$ cat src/rtl/timer_run_controller_if.sv
// Button, mode and counter-control signals between the board/counter side and timer_run_controller.
// The controller uses the slave modport; the board/counter side uses master.
interface timer_run_controller_if;
  logic       btn_start;
  logic       btn_clear;
  logic       mode_down;
  logic [7:0] preset;
  logic [7:0] count_in;
  logic       cnt_en;
  logic       cnt_clr;
  logic       cnt_load;
  logic       cnt_dir;
  logic [7:0] load_val;
  logic       alarm;
  logic [1:0] state;

  modport master (
    output btn_start, btn_clear, mode_down, preset, count_in,
    input  cnt_en, cnt_clr, cnt_load, cnt_dir, load_val, alarm, state
  );

  modport slave (
    input  btn_start, btn_clear, mode_down, preset, count_in,
    output cnt_en, cnt_clr, cnt_load, cnt_dir, load_val, alarm, state
  );
endinterface

$ cat src/rtl/timer_run_controller.sv
// Run/pause/clear sequencer for the 0..99 timer counter: debounces the buttons, paces count ticks,
// stops at the terminal value and blinks an alarm until acknowledged.
module timer_run_controller #(
  parameter int unsigned TICK_DIV        = 50_000_000,
  parameter int unsigned DEBOUNCE_CYCLES = 1_000_000,
  parameter int unsigned MAX_COUNT       = 99,
  parameter int unsigned ALARM_HALF      = 12_500_000
) (
  input  logic                   clk_50MHz,
  input  logic                   reset,
  timer_run_controller_if.slave  bus
);

  localparam int PRESC_W = $clog2(TICK_DIV);
  localparam int DB_W    = (DEBOUNCE_CYCLES > 1) ? $clog2(DEBOUNCE_CYCLES) : 1;
  localparam int ALARM_W = (ALARM_HALF > 1) ? $clog2(ALARM_HALF) : 1;

  localparam logic [PRESC_W-1:0] PRESC_LAST = PRESC_W'(TICK_DIV - 1);
  localparam logic [DB_W-1:0]    DB_LAST    = DB_W'(DEBOUNCE_CYCLES - 1);
  localparam logic [ALARM_W-1:0] ALARM_LAST = ALARM_W'(ALARM_HALF - 1);
  localparam logic [7:0]         MAX_VAL    = 8'(MAX_COUNT);

  typedef enum logic [1:0] {
    S_IDLE  = 2'b00,
    S_RUN   = 2'b01,
    S_PAUSE = 2'b10,
    S_DONE  = 2'b11
  } state_t;

  // Button bit 0 = start, bit 1 = clear.
  logic [1:0]      r_sync1;
  logic [1:0]      r_sync2;
  logic [1:0]      r_db;
  logic [1:0]      r_evt;
  logic [DB_W-1:0] r_db_cnt [2];

  state_t             r_state;
  logic [PRESC_W-1:0] r_presc;
  logic [ALARM_W-1:0] r_alarm_tmr;
  logic               r_cnt_en;
  logic               r_cnt_clr;
  logic               r_cnt_load;
  logic               r_cnt_dir;
  logic [7:0]         r_load_val;
  logic               r_alarm;

  logic       w_start_evt;
  logic       w_clear_evt;
  logic [7:0] w_preset_sat;
  logic [7:0] w_terminal;
  logic       w_settled;

  assign w_start_evt  = r_evt[0];
  assign w_clear_evt  = r_evt[1];
  assign w_preset_sat = (bus.preset > MAX_VAL) ? MAX_VAL : bus.preset;
  assign w_terminal   = r_cnt_dir ? 8'd0 : MAX_VAL;
  // count_in lags our pulses by one edge, so it is only trusted in a cycle with no pulse out.
  assign w_settled    = !(r_cnt_clr || r_cnt_load || r_cnt_en);

  // NOTE: every register in this design uses non-blocking assignment so all flops
  // update from pre-edge values, matching real hardware regardless of statement order.
  always_ff @(posedge clk_50MHz or posedge reset) begin
    if (reset) begin
      r_sync1 <= '0;
      r_sync2 <= '0;
      r_db    <= '0;
      r_evt   <= '0;
      for (int b = 0; b < 2; b++) r_db_cnt[b] <= '0;
    end else begin
      r_sync1 <= {bus.btn_clear, bus.btn_start};
      r_sync2 <= r_sync1;
      for (int b = 0; b < 2; b++) begin
        r_evt[b] <= 1'b0;
        if (r_sync2[b] == r_db[b]) begin
          r_db_cnt[b] <= '0;
        end else if (r_db_cnt[b] == DB_LAST) begin
          // Level accepted after DEBOUNCE_CYCLES differing samples; only rising edges are events.
          r_db[b]     <= r_sync2[b];
          r_db_cnt[b] <= '0;
          r_evt[b]    <= r_sync2[b];
        end else begin
          r_db_cnt[b] <= r_db_cnt[b] + 1'b1;
        end
      end
    end
  end

  always_ff @(posedge clk_50MHz or posedge reset) begin
    if (reset) begin
      r_state     <= S_IDLE;
      r_presc     <= '0;
      r_alarm_tmr <= '0;
      r_cnt_en    <= 1'b0;
      r_cnt_clr   <= 1'b0;
      r_cnt_load  <= 1'b0;
      r_cnt_dir   <= 1'b0;
      r_load_val  <= '0;
      r_alarm     <= 1'b0;
    end else begin
      r_cnt_en   <= 1'b0;
      r_cnt_clr  <= 1'b0;
      r_cnt_load <= 1'b0;
      if (w_clear_evt) begin
        r_state     <= S_IDLE;
        r_cnt_clr   <= 1'b1;
        r_alarm     <= 1'b0;
        r_alarm_tmr <= '0;
        r_presc     <= '0;
      end else begin
        case (r_state)
          S_IDLE: begin
            if (w_start_evt) begin
              r_state   <= S_RUN;
              r_presc   <= '0;
              r_cnt_dir <= bus.mode_down;
              if (bus.mode_down) begin
                r_load_val <= w_preset_sat;
                r_cnt_load <= 1'b1;
              end else begin
                r_cnt_clr  <= 1'b1;
              end
            end
          end
          S_RUN: begin
            if (w_start_evt) begin
              r_state <= S_PAUSE;
            end else if (w_settled && (bus.count_in == w_terminal)) begin
              r_state     <= S_DONE;
              r_alarm     <= 1'b1;
              r_alarm_tmr <= '0;
            end else begin
              r_presc  <= (r_presc == PRESC_LAST) ? '0 : r_presc + 1'b1;
              r_cnt_en <= (r_presc == PRESC_LAST);
            end
          end
          S_PAUSE: begin
            // Prescaler is left untouched so the tick phase survives the pause.
            if (w_start_evt) r_state <= S_RUN;
          end
          S_DONE: begin
            if (w_start_evt) begin
              r_state     <= S_IDLE;
              r_alarm     <= 1'b0;
              r_alarm_tmr <= '0;
            end else if (r_alarm_tmr == ALARM_LAST) begin
              r_alarm     <= ~r_alarm;
              r_alarm_tmr <= '0;
            end else begin
              r_alarm_tmr <= r_alarm_tmr + 1'b1;
            end
          end
          default: r_state <= S_IDLE;
        endcase
      end
    end
  end

  assign bus.cnt_en   = r_cnt_en;
  assign bus.cnt_clr  = r_cnt_clr;
  assign bus.cnt_load = r_cnt_load;
  assign bus.cnt_dir  = r_cnt_dir;
  assign bus.load_val = r_load_val;
  assign bus.alarm    = r_alarm;
  assign bus.state    = r_state;

endmodule

$ cat src/flat_wrapper.sv
// flat-port wrapper written by rule: the top's interface ports become plain ports
module timer_run_controller_flat 
#(
  parameter int unsigned TICK_DIV        = 50_000_000,
  parameter int unsigned DEBOUNCE_CYCLES = 1_000_000,
  parameter int unsigned MAX_COUNT       = 99,
  parameter int unsigned ALARM_HALF      = 12_500_000
)
  (clk_50MHz, reset, bus_btn_start, bus_btn_clear, bus_mode_down, bus_preset, bus_count_in, bus_cnt_en, bus_cnt_clr, bus_cnt_load, bus_cnt_dir, bus_load_val, bus_alarm, bus_state);
  timer_run_controller_if bus_i ();
  input  logic clk_50MHz;
  input  logic reset;
  input wire logic [$bits(bus_i.btn_start)-1:0] bus_btn_start;
  input wire logic [$bits(bus_i.btn_clear)-1:0] bus_btn_clear;
  input wire logic [$bits(bus_i.mode_down)-1:0] bus_mode_down;
  input wire logic [$bits(bus_i.preset)-1:0] bus_preset;
  input wire logic [$bits(bus_i.count_in)-1:0] bus_count_in;
  output wire logic [$bits(bus_i.cnt_en)-1:0] bus_cnt_en;
  output wire logic [$bits(bus_i.cnt_clr)-1:0] bus_cnt_clr;
  output wire logic [$bits(bus_i.cnt_load)-1:0] bus_cnt_load;
  output wire logic [$bits(bus_i.cnt_dir)-1:0] bus_cnt_dir;
  output wire logic [$bits(bus_i.load_val)-1:0] bus_load_val;
  output wire logic [$bits(bus_i.alarm)-1:0] bus_alarm;
  output wire logic [$bits(bus_i.state)-1:0] bus_state;
  assign bus_i.btn_start = bus_btn_start;
  assign bus_i.btn_clear = bus_btn_clear;
  assign bus_i.mode_down = bus_mode_down;
  assign bus_i.preset = bus_preset;
  assign bus_i.count_in = bus_count_in;
  assign bus_cnt_en = bus_i.cnt_en;
  assign bus_cnt_clr = bus_i.cnt_clr;
  assign bus_cnt_load = bus_i.cnt_load;
  assign bus_cnt_dir = bus_i.cnt_dir;
  assign bus_load_val = bus_i.load_val;
  assign bus_alarm = bus_i.alarm;
  assign bus_state = bus_i.state;
  timer_run_controller #(.TICK_DIV(TICK_DIV), .DEBOUNCE_CYCLES(DEBOUNCE_CYCLES), .MAX_COUNT(MAX_COUNT), .ALARM_HALF(ALARM_HALF)) u_core (.clk_50MHz(clk_50MHz), .reset(reset), .bus(bus_i));
endmodule
$ cat config.mk
export PLATFORM = sky130hd
export DESIGN_NAME = timer_run_controller_flat
export DESIGN_NICKNAME = d
export VERILOG_FILES = /design/src/rtl/timer_run_controller_if.sv /design/src/rtl/timer_run_controller.sv /design/src/flat_wrapper.sv
export SDC_FILE = /design/constraint.sdc
export NUM_CORES = 1
export LEC_CHECK = 0
export BUFFER_PORTS_ARGS = -buffer_cell sky130_fd_sc_hd__clkbuf_2
export CAP_MARGIN = 20
export CORE_UTILIZATION = 62
export CTS_CLUSTER_DIAMETER = 150
export DETAILED_ROUTE_END_ITERATION = 10
export HOLD_SLACK_MARGIN = 0.05
export PLACE_DENSITY = 0.81
export SLEW_MARGIN = 40
export SYNTH_ARGS = -nofsm -noshare
export SYNTH_HDL_FRONTEND = slang
export SYNTH_SLANG_ARGS = --single-unit
$ cat constraint.sdc
create_clock -name clk_50MHz -period 7.8 [get_ports clk_50MHz]
set_clock_uncertainty 0.05 [all_clocks]
set_input_delay 0 -clock clk_50MHz [delete_from_list [all_inputs] [get_ports clk_50MHz]]
set_output_delay 0 -clock clk_50MHz [all_outputs]
set_load 0.02 [all_outputs]
==> flow_summary.json <==
{
  "critPathCaptureType": "flip-flop",
  "nets": 674,
  "drc": 0,
  "synth_nets": 619,
  "p_per_area_mw_per_mm2": 218,
  "final_max_slew_viol_count": 0,
  "status": "complete, no violations",
  "pwr-share-seq": 0.394,
  "die_y_um": 99.1,
  "synthFlopType": "dfrtp_1",
  "synth_warnings": 0,
  "r2r_slack_ps": 5130,
  "postCtsSetupRepairBufs": 0,
  "p_total_mw": 1.51,
  "drt_iter0_drc": 337,
  "area_growth_pct": 18.2,
  "required_ps": 8150,
  "cp_cell_sequence": "nand2b_1 -> nor2_2 -> o31ai_4 -> buf_6 -> or3_2 -> o41ai_1",
  "insertion_delay_ps": 520,
  "cts_hold_buf": 20,
  "start_util": 0.636,
  "yosysSeqAreaShare": 0.484,
  "die_area_mm2": 0.00982,
  "critical_path.startpoint_type": "flip-flop",
  "grt_max_degree": 58,
  "async_flop_share": 1.00,
  "hold_viol_final": 0,
  "startpoint": "u_core.bus.state[1]",
  "wl_met2_um": 6850,
  "wl_met1_um": 5620,
  "vias_per_cell": 6.30,
  "grtUsageTotal": 0.302,
  "ys_types": 63,
  "io_pins": 36,
  "setup_viol": 0,
  "power_frac_comb": 0.021,
  "rr_startpoint": "u_core.bus.state[1]",
  "synth_area_mm2": 0.00584,
  "holdCritPathClass": "in -> reg",
  "gp_congestion": 0.825,
  "max_cap_viol_count": 0,
  "tritoncts": "yes",
  "fin_setup_tns_ps": 0,
  "grt_pass1_vias": 4857,
  "cts_buffer_depth": 2,
  "synth_cells": 594,
  "cts-resized-gates": 0,
  "drt-wirelength-per-cell_um": 17.4,
  "crit_path_max_incr_delay_ps": 710,
  "cts_root_buf": "clkbuf_8",
  "drive_above_1_share": 0.163,
  "rsz0062_at_grt": "false",
  "clk_pin_slew_ps": 60,
  "dpl.hpwl_um": 7940,
  "fmax_mhz": 374,
  "worstSetupPathType": "reg -> reg",
  "p_int_mw": 1.20,
  "route.met3.wl_um": 799,
  "firstDrtPassIters": 5,
  "slew_headroom": 0.457,
  "synth_area_per_cell_um2": 9.84,
  "diodes": 0,
  "clock-sinks": 113,
  "antenna_found_initial": 0,
  "cts_buffers": 17,
  "die_w_um": 99.1,
  "grt_overflow": 0,
  "routed_wl_um": 13500,
  "min_from": "bus_btn_start",
  "swShare": 0.201,
  "ir_worst_vdd_mv": 0.233,
  "switchingPower_mw": 0.303,
  "coreArea_mm2": 0.00920,
  "highest_layer": "met4",
  "ant_nets": 0,
  "critPathArrivalTime_ps": 3020,
  "synth_edf_count": 0,
  "io_buffer_count": 35,
  "worst-path-max-fanout": 25,
  "finalCriticalPeriod_ps": 2670,
  "grt_pass1_wl_um": 23200,
  "num_rows": 35,
  "num_vias": 4871,
  "cp_slowest_cell": "or3_2",
  "clkPwrFrac": 0.585,
  "worst_pin_slew_ps": 815,
  "min_period_over_period": 0.342,
  "power_leakage_nw": 3.00,
  "htree_levels": 4,
  "synth-seq-cells": 113
}
per-stage QoR:
step	instance area, um2	std cells	setup WS (ps)	hold slack (ps)	utilization
2_1_floorplan	5840	594	4760	-18.6	-
3_3_place_gp	6000	719	4730	61.6	0.652
3_5_place_dp	6010	720	4940	60.5	0.654
4_1_cts	6890	772	4890	54.3	0.749
5_1_grt	6910	773	5000	58.7	0.751
6_report	6910	773	5130	81.3	0.751
routing by layer:
metal | GRT usage | up-vias
met1 | 0.384 | 2433
met5 | 0 | -
met2 | 0.496 | 149
met4 | 0.110 | 0
met3 | 0.0900 | 19
li1 | - | 2270
flip-flops by register name, indices dropped and copies added, names as in the netlist:
name / cells
u_core.bus.load_val: 8
u_core.r_db_cnt: 40
u_core.bus.cnt_en: 1
u_core.bus.state: 2
u_core.r_sync2: 2
u_core.r_presc: 26
u_core.r_alarm_tmr: 24
u_core.r_sync1: 2
u_core.bus.alarm: 1
u_core.r_evt: 2
u_core.bus.cnt_clr: 1
u_core.bus.cnt_dir: 1
u_core.bus.cnt_load: 1
u_core.r_db: 2
final timing paths:
check | to | depth (start not counted)
setup / recovery | u_core.r_presc[11] | 6
hold / removal | u_core.r_sync1[0] | 2
max in group asynchronous | u_core.r_presc[6] | 4
setup reg to reg | u_core.r_presc[11] | 6
hold reg to reg | u_core.r_sync2[0] | 0
min in group asynchronous | u_core.bus.load_val[5] | 3
logic make-up after synthesis:
kind of cell,Yosys count,synth area share
mux,3,0.00557
xor+xnor,40,0.0599
flops,113,0.484
simple gates,269,0.251
fa+ha+maj,4,0.00856
compound gates,136,0.158
buf+inv,29,0.0334
cell usage after synthesis, drive strengths merged (2+ instances only):
cell type  instances  area, um2
dfrtp            113       2830
nor2              77        292
o21ai             68        367
nand2             57        231
nand3             36        180
xor2              23        201
o31ai             22        213
nand4             21        165
xnor2             17        149
buf               15        141
nor3              14       92.6
a21oi             12       60.1
and3              12       75.1
a31oi             11       68.8
and4               8       75.1
nor4               8       80.1
and2               7       43.8
clkbuf             7       27.5
inv                7       26.3
a22o               5       43.8
nand2b             5       31.3
o41ai              5       58.8
ha                 4       50.1
nor4b              4       35.0
and4b              3       30.0
nor3b              3       22.5
o311a              3       30.0
or3                3       23.8
a21o               2       15.0
a2bb2oi            2       17.5
a41oi              2       17.5
mux2               2       22.5
nand3b             2       15.0
nor2b              2       12.5
o22a               2       17.5
or2                2       12.5
power groups by stage:
stage | registers, mW | clock network [mW] | logic [mW]
2_1_floorplan | 0.603 | 0 | 0.0158
3_3_place_gp | 0.603 | 0 | 0.0261
3_5_place_dp | 0.604 | 0 | 0.0274
4_1_cts | 0.593 | 0.888 | 0.0324
5_1_grt | 0.594 | 0.919 | 0.0364
6_report | 0.594 | 0.881 | 0.0324
layout make-up:
cell class                      instances  area, um2
Clock inverter                         12        228
Clock buffer                           20        445
Timing Repair Buffer                   58        405
Sequential cell                       113       2830
Tap cell                              111        139
Inverter                                7       28.8
Multi-Input combinational cell        452       2830
Fill cell                             589       2290
layout by cell type (no fill, tap or decap), types with 3 or more instances in the layout:
cell type | netlist | layout
and2_1 | 7 | 7
nor3b_1 | 3 | 3
a21oi_1 | 12 | 12
nand3_1 | 36 | 36
o41ai_1 | 3 | 3
o21ai_1 | 28 | 28
and4_1 | 5 | 5
and4b_1 | 3 | 3
nor4b_1 | 4 | 4
a22o_1 | 5 | 5
clkbuf_16 | 0 | 16
nor3_1 | 12 | 12
bufinv_16 | 0 | 6
inv_1 | 7 | 6
dlygate4sd3_1 | 0 | 20
nor4_1 | 6 | 5
o21ai_0 | 33 | 33
and3_1 | 12 | 12
dfrtp_1 | 113 | 113
o21ai_2 | 7 | 7
clkbuf_8 | 0 | 3
o31ai_1 | 16 | 16
nand2_1 | 54 | 54
nand4_2 | 3 | 3
xor2_1 | 23 | 23
nand2b_1 | 5 | 5
nand4_1 | 17 | 17
nor2_1 | 76 | 76
ha_1 | 4 | 4
clkbuf_2 | 1 | 35
o31ai_2 | 4 | 4
clkinv_4 | 0 | 3
a31oi_1 | 11 | 11
xnor2_1 | 17 | 17
worst max-delay path: cells and delay by family (launching register included):
kind	cells	cell delay, ps
simple gates	3	1220
flops	1	420
buf+inv	1	200
compound gates	2	650
(Power assumes the default switching activity.)
